<file path="src/rtl/data_gen_tx.sv">
`default_nettype none
// ============================================================================
// data_gen_tx : valid/ready burst generator of incrementing or LFSR data words.
// Optional LFSR word mode is compiled in with DATA_GEN_TX_LFSR_EN.
// Revision: 1.0
// ============================================================================
module data_gen_tx #(
  parameter int CNT_W = 16,
  parameter int GAP_W = 4
) (
  input  logic             clk_i,
  input  logic             reset_i,
  input  logic             start_i,
  input  logic             abort_i,
  input  logic [CNT_W-1:0] count_i,
  input  logic [31:0]      seed_i,
  input  logic             mode_i,
  input  logic [GAP_W-1:0] gap_i,
  output logic [31:0]      data_out_o,
  output logic             valid_o,
  input  logic             ready_i,
  output logic             busy_o,
  output logic             done_o,
  output logic [CNT_W-1:0] sent_o
);

  typedef enum logic [1:0] {
    ST_IDLE = 2'd0,
    ST_SEND = 2'd1,
    ST_GAP  = 2'd2,
    ST_DONE = 2'd3
  } state_t;

  state_t           r_state, w_state_nxt;
  logic [31:0]      r_data, w_data_nxt;
  logic             r_valid, w_valid_nxt;
  logic             r_busy, w_busy_nxt;
  logic             r_done, w_done_nxt;
  logic [CNT_W-1:0] r_sent, w_sent_nxt;
  logic [CNT_W-1:0] r_count, w_count_nxt;
  logic [GAP_W-1:0] r_gap, w_gap_nxt;
  logic [GAP_W-1:0] r_gap_cnt, w_gap_cnt_nxt;

  logic             w_mode;
  logic             w_xfer;
  logic [31:0]      w_first;
  logic [31:0]      w_step;
  logic [CNT_W-1:0] w_sent_inc;

`ifdef DATA_GEN_TX_LFSR_EN
  localparam logic [31:0] C_LFSR_TAPS = 32'h8020_0003;
  logic r_mode;

  assign w_mode = mode_i;

  always_ff @(posedge clk_i or posedge reset_i) begin
    if (reset_i) begin
      r_mode <= 1'b0;
    end else if ((r_state == ST_IDLE) && start_i) begin
      r_mode <= w_mode;
    end
  end

  assign w_step = r_mode ? ({1'b0, r_data[31:1]} ^ (r_data[0] ? C_LFSR_TAPS : 32'h0))
                         : r_data + 32'd1;
`else
  // Mode is forced to incrementing; the read of mode_i keeps the port connected.
  assign w_mode = mode_i & 1'b0;
  assign w_step = r_data + 32'd1;
`endif

  // An all-zero LFSR state would lock up, so a zero seed starts from 1.
  assign w_first    = (w_mode && (seed_i == 32'h0)) ? 32'h1 : seed_i;
  assign w_xfer     = r_valid & ready_i;
  assign w_sent_inc = r_sent + CNT_W'(1);

  always_ff @(posedge clk_i or posedge reset_i) begin
    if (reset_i) begin
      r_state   <= ST_IDLE;
      r_data    <= 32'h0;
      r_valid   <= 1'b0;
      r_busy    <= 1'b0;
      r_done    <= 1'b0;
      r_sent    <= '0;
      r_count   <= '0;
      r_gap     <= '0;
      r_gap_cnt <= '0;
    end else begin
      r_state   <= w_state_nxt;
      r_data    <= w_data_nxt;
      r_valid   <= w_valid_nxt;
      r_busy    <= w_busy_nxt;
      r_done    <= w_done_nxt;
      r_sent    <= w_sent_nxt;
      r_count   <= w_count_nxt;
      r_gap     <= w_gap_nxt;
      r_gap_cnt <= w_gap_cnt_nxt;
    end
  end

  always_comb begin
    w_state_nxt   = r_state;
    w_data_nxt    = r_data;
    w_valid_nxt   = r_valid;
    w_busy_nxt    = r_busy;
    w_done_nxt    = 1'b0;
    w_sent_nxt    = r_sent;
    w_count_nxt   = r_count;
    w_gap_nxt     = r_gap;
    w_gap_cnt_nxt = r_gap_cnt;

    case (r_state)
      ST_IDLE: begin
        if (start_i) begin
          w_count_nxt = count_i;
          w_gap_nxt   = gap_i;
          w_sent_nxt  = '0;
          w_data_nxt  = w_first;
          w_busy_nxt  = 1'b1;
          if (count_i == '0) begin
            w_state_nxt = ST_DONE;
            w_done_nxt  = 1'b1;
          end else begin
            w_state_nxt = ST_SEND;
            w_valid_nxt = 1'b1;
          end
        end
      end

      ST_SEND: begin
        // A transfer on the abort edge still counts.
        if (w_xfer) begin
          w_sent_nxt = w_sent_inc;
          w_data_nxt = w_step;
        end
        if (abort_i) begin
          w_state_nxt = ST_IDLE;
          w_valid_nxt = 1'b0;
          w_busy_nxt  = 1'b0;
        end else if (w_xfer) begin
          if (w_sent_inc == r_count) begin
            w_state_nxt = ST_DONE;
            w_valid_nxt = 1'b0;
            w_done_nxt  = 1'b1;
          end else if (r_gap != '0) begin
            w_state_nxt   = ST_GAP;
            w_valid_nxt   = 1'b0;
            w_gap_cnt_nxt = r_gap - GAP_W'(1);
          end
        end
      end

      ST_GAP: begin
        if (abort_i) begin
          w_state_nxt = ST_IDLE;
          w_busy_nxt  = 1'b0;
        end else if (r_gap_cnt == '0) begin
          w_state_nxt = ST_SEND;
          w_valid_nxt = 1'b1;
        end else begin
          w_gap_cnt_nxt = r_gap_cnt - GAP_W'(1);
        end
      end

      ST_DONE: begin
        w_state_nxt = ST_IDLE;
        w_busy_nxt  = 1'b0;
      end

      default: begin
        w_state_nxt = ST_IDLE;
        w_valid_nxt = 1'b0;
        w_busy_nxt  = 1'b0;
      end
    endcase
  end

  assign data_out_o = r_data;
  assign valid_o    = r_valid;
  assign busy_o     = r_busy;
  assign done_o     = r_done;
  assign sent_o     = r_sent;

endmodule
`default_nettype wire

</file>
<file path="config.mk">
export PLATFORM = sky130hd
export DESIGN_NAME = data_gen_tx
export DESIGN_NICKNAME = d
export VERILOG_FILES = /design/src/rtl/data_gen_tx.sv
export SDC_FILE = /design/constraint.sdc
export NUM_CORES = 1
export LEC_CHECK = 0
export BUFFER_PORTS_ARGS = -buffer_cell sky130_fd_sc_hd__buf_4
export CORE_MARGIN = 8
export CORE_UTILIZATION = 40
export CTS_CLUSTER_SIZE = 28
export DETAILED_ROUTE_END_ITERATION = 10
export PLACE_DENSITY = 0.63
export RECOVER_POWER = 25
export SLEW_MARGIN = 20
export SYNTH_ARGS = -nofsm -noshare
export SYNTH_HDL_FRONTEND = slang
export SYNTH_SLANG_ARGS = --single-unit
export TNS_END_PERCENT = 50
</file>
<file path="constraint.sdc">
create_clock -name clk_i -period 3.4 [get_ports clk_i]
set_input_delay 0.68 -clock clk_i [delete_from_list [all_inputs] [get_ports clk_i]]
set_output_delay 0.68 -clock clk_i [all_outputs]
set_load 0.01 [all_outputs]
</file>
==> flow_summary.yaml <==
pwr:
  seqPwrFrac: 0.336
  p_sw_frac: 0.4387
  vdd_drop_max_v: 0.0004163
  comb_power_share: 0.500
  p_int_mw: 2.964
  p_leak_nw: 2.563
  p_switching_mw: 2.317
  clock_power_share: 0.164
  power.density_mw_per_mm2: 889.0
place:
  dp_hpwl_mm: 9.933
  place_ws_ns: 0.4005
  numPortBuffers: 107
  place_congestion: 0.8663
critical_path:
  end_kind: "flop"
  start_kind: "flop"
  worstPathArrival_ns: 3.27
  required_ns: 3.62
  worstPathMaxFanout: 14
  worst-path-buf-inv: 1
  crit_path_cell_trace: "ha_1 > nand3_1 > buf_4 > nor3_1 > mux2i_1 > nand2_1 > nor4_4 > a41oi_4 > mux2_4"
  crit_slowest_cell: "dfrtp_1"
  critPathKind: "flop to flop"
  crit_family: "simple AND/OR/NAND/NOR gates"
  slowest_delay_ns: 0.51
global_route:
  grt_pass1_wl_mm: 22.66
  first_global_vias: 4507
  grt_max_degree: 67
  grt_overflow: 0
  grtUsageTotal: 0.1741
  antenna_found_initial: 0
clock_network:
  cts_tree: "done"
  htreeDepth: 3
  cts_root_buffer: "clkbuf_16"
  cts_buffer_depth: 2
  cts.sinks: 77
  ctsResizeCount: 0
  post_cts_buffers: 0
  clock_latency_ns: 0.34
  hold_buffers: 0
  clk_pin_slew_ns: 0.06
  cts_buffers: 9
timing:
  fin_skew_ns: 0.005369
  slew_violations: 0
  tightest_slew_ns: 1.211
  hold_violations: 0
  finalSetupTns_ns: 0
  finalSetupViolCount: 0
  finalCritPeriodShare: 0.8965
  fmax_ghz: 0.3281
  period_minus_slack_ns: 3.048
  rsz0062_at_grt: "false"
  setup_slack_ns: 0.3518
  relSlewSlack: 0.1927
yosys:
  synthFlopType: "dfrtp_1"
  synth_area_mm2: 0.004766
  synth.net_count: 617
  synth.area.top_cells: "dfrtp_1 (40%), a21oi_1 (5.8%), nand2_1 (4.9%)"
  synth.largest_area_cell: "dfrtp_1"
  synth-async-reset-ratio: 1.000
  seq_area_frac_synth: 0.4043
  synth_edf_count: 0
  syn_avg_cell_area_um2: 8.634
  synth_cells: 552
  synth_top_area_share: 0.4043
  yosysUniqueCellTypes: 63
  ys_seq_elements: 77
  yosysWarnings: 0
final_layout:
  diodes: 0
  layout.nets: 709
  n_fill_cell: 1131
  fin_util: 0.5030
  drive_gt1_frac: 0.2423
  area_delta_synth_final_pct: 24.65
route:
  wl_per_cell_um: 17.39
  viasPerCell: 5.809
  wirelength_mm: 13.83
  drc: 0
  drt_first_iter_violations: 339
  dr.pass1.iters: 5
  vias: 4618
  ant_nets: 0
run:
  maxCapViolCount: 0
hold_path:
  min_path_type: "flop to flop"
die:
  die_y_um: 125.2
  num_io_pins: 109
  die_w_um: 125.2
  core_mm2: 0.01181
  dieArea_mm2: 0.01566
  initial_core_util: 0.4035
  rows: 40
run_status:
  outcome: "finished clean"
[synth_stat cells, types with 6 or more instances]
cell type,number
a21oi_1,55
and3_1,10
buf_2,7
clkbuf_1,22
dfrtp_1,77
ha_1,7
inv_1,14
mux2_2,20
mux2i_1,13
nand2_1,62
nand3_1,36
nand4_1,9
nor2_1,39
nor3_1,12
nor4_1,9
o21ai_0,41
o22ai_1,25
o31ai_1,6
xnor2_1,11
xor2_1,8
[final cells by class]
cell class | instances | area [um2] | share of cell area
inverters | 14 | 52.55 | 0.008846
well taps | 147 | 183.9 | 0.03096
clock inverters | 2 | 10.01 | 0.001685
multi-input cells | 428 | 2664 | 0.4484
clock buffers | 13 | 250.2 | 0.04212
flip-flops and latches | 77 | 1927 | 0.3243
repair buffers | 114 | 853.3 | 0.1436
[worst paths after layout]
path,slack (ns),cells after the start,to,start
hold / removal,0.53,1,r_count[0]$_DFFE_PP0P_,r_count[0]$_DFFE_PP0P_
min in group asynchronous,0.65,2,data_out_o[29]$_DFFE_PP0P_,reset_i
max in group asynchronous,0.96,3,sent_o[0]$_DFFE_PP0P_,reset_i
setup reg to reg,0.35,9,r_gap_cnt[0]$_DFFE_PP0P_,sent_o[0]$_DFFE_PP0P_
setup / recovery,0.35,9,r_gap_cnt[0]$_DFFE_PP0P_,sent_o[0]$_DFFE_PP0P_
hold reg to reg,0.53,1,r_count[0]$_DFFE_PP0P_,r_count[0]$_DFFE_PP0P_
[power by group through the flow]
stage                     registers (mW)  logic, mW  clock network, mW
after floorplan                     1.74       1.73                  0
after global placement              1.75       2.57                  0
after detailed placement            1.78       2.63                  0
after CTS                           1.76       2.65              0.889
after global routing                1.84       2.92              0.926
final                               1.77       2.64              0.866
[cells in the final DEF (no fill, tap or decap), types with 3 or more instances in the layout]
master,n
buf_4,112
dfrtp_1,77
nand2_1,62
a21oi_1,54
o21ai_0,41
nor2_1,39
nand3_1,36
o22ai_1,25
mux2_2,20
inv_1,14
mux2i_1,13
nor3_1,12
xnor2_1,11
and3_1,10
nand4_1,9
nor4_1,9
clkbuf_16,9
xor2_1,8
o31ai_1,6
ha_1,6
a31oi_1,5
and4_1,4
and2_1,4
nand2b_1,3
or3_1,3
nor2b_1,3
clkbuf_1,3
[kinds of logic (layout without fill, tap and decap cells)]
| family | after synthesis | after routing | share of synthesized area |
|---|---|---|---|
| mux | 34 | 34 | 0.07771 |
| fa+ha+maj | 8 | 8 | 0.02048 |
| flops | 77 | 77 | 0.4043 |
| simple gates | 207 | 207 | 0.2190 |
| compound gates | 160 | 160 | 0.2040 |
| buf+inv | 47 | 143 | 0.03964 |
| xor+xnor | 19 | 19 | 0.03492 |
[per-stage QoR]
stage | std cells | hold slack, ns | total power, mW | instance area (um2)
finish | 795 | 0.5321 | 5.281 | 5941
global route | 795 | 0.5556 | 5.681 | 5941
CTS | 795 | 0.4662 | 5.298 | 5956
detailed placement | 780 | 0.5253 | 4.413 | 5695
global placement | 780 | 0.5044 | 4.325 | 5695
floorplan | 552 | 0.4955 | 3.470 | 4766
[state kept, by name (all words and copies together) (netlist names)]
signal,cells
r_gap,4
r_gap_cnt,4
r_state,2
sent_o,16
valid_o,1
data_out_o,32
busy_o,1
r_count,16
done_o,1
[worst reg2reg max path: stages (launching register included)]
cell and delay (ns):
dfrtp_1 0.51, ha_1 0.33, nand3_1 0.14, buf_4 0.23
nor3_1 0.38, mux2i_1 0.34, nand2_1 0.14, nor4_4 0.29
a41oi_4 0.23, mux2_4 0.37
[layer usage]
metal  track usage  vias to the layer above  share of wire
met5             0                        -              0
met4       0.06877                        0          0.021
met3       0.03910                       24          0.058
met2        0.2717                      159           0.45
met1        0.2294                     2207           0.47
li1              -                     2228              -
Note: power is estimated with default switching activity, not from simulation.
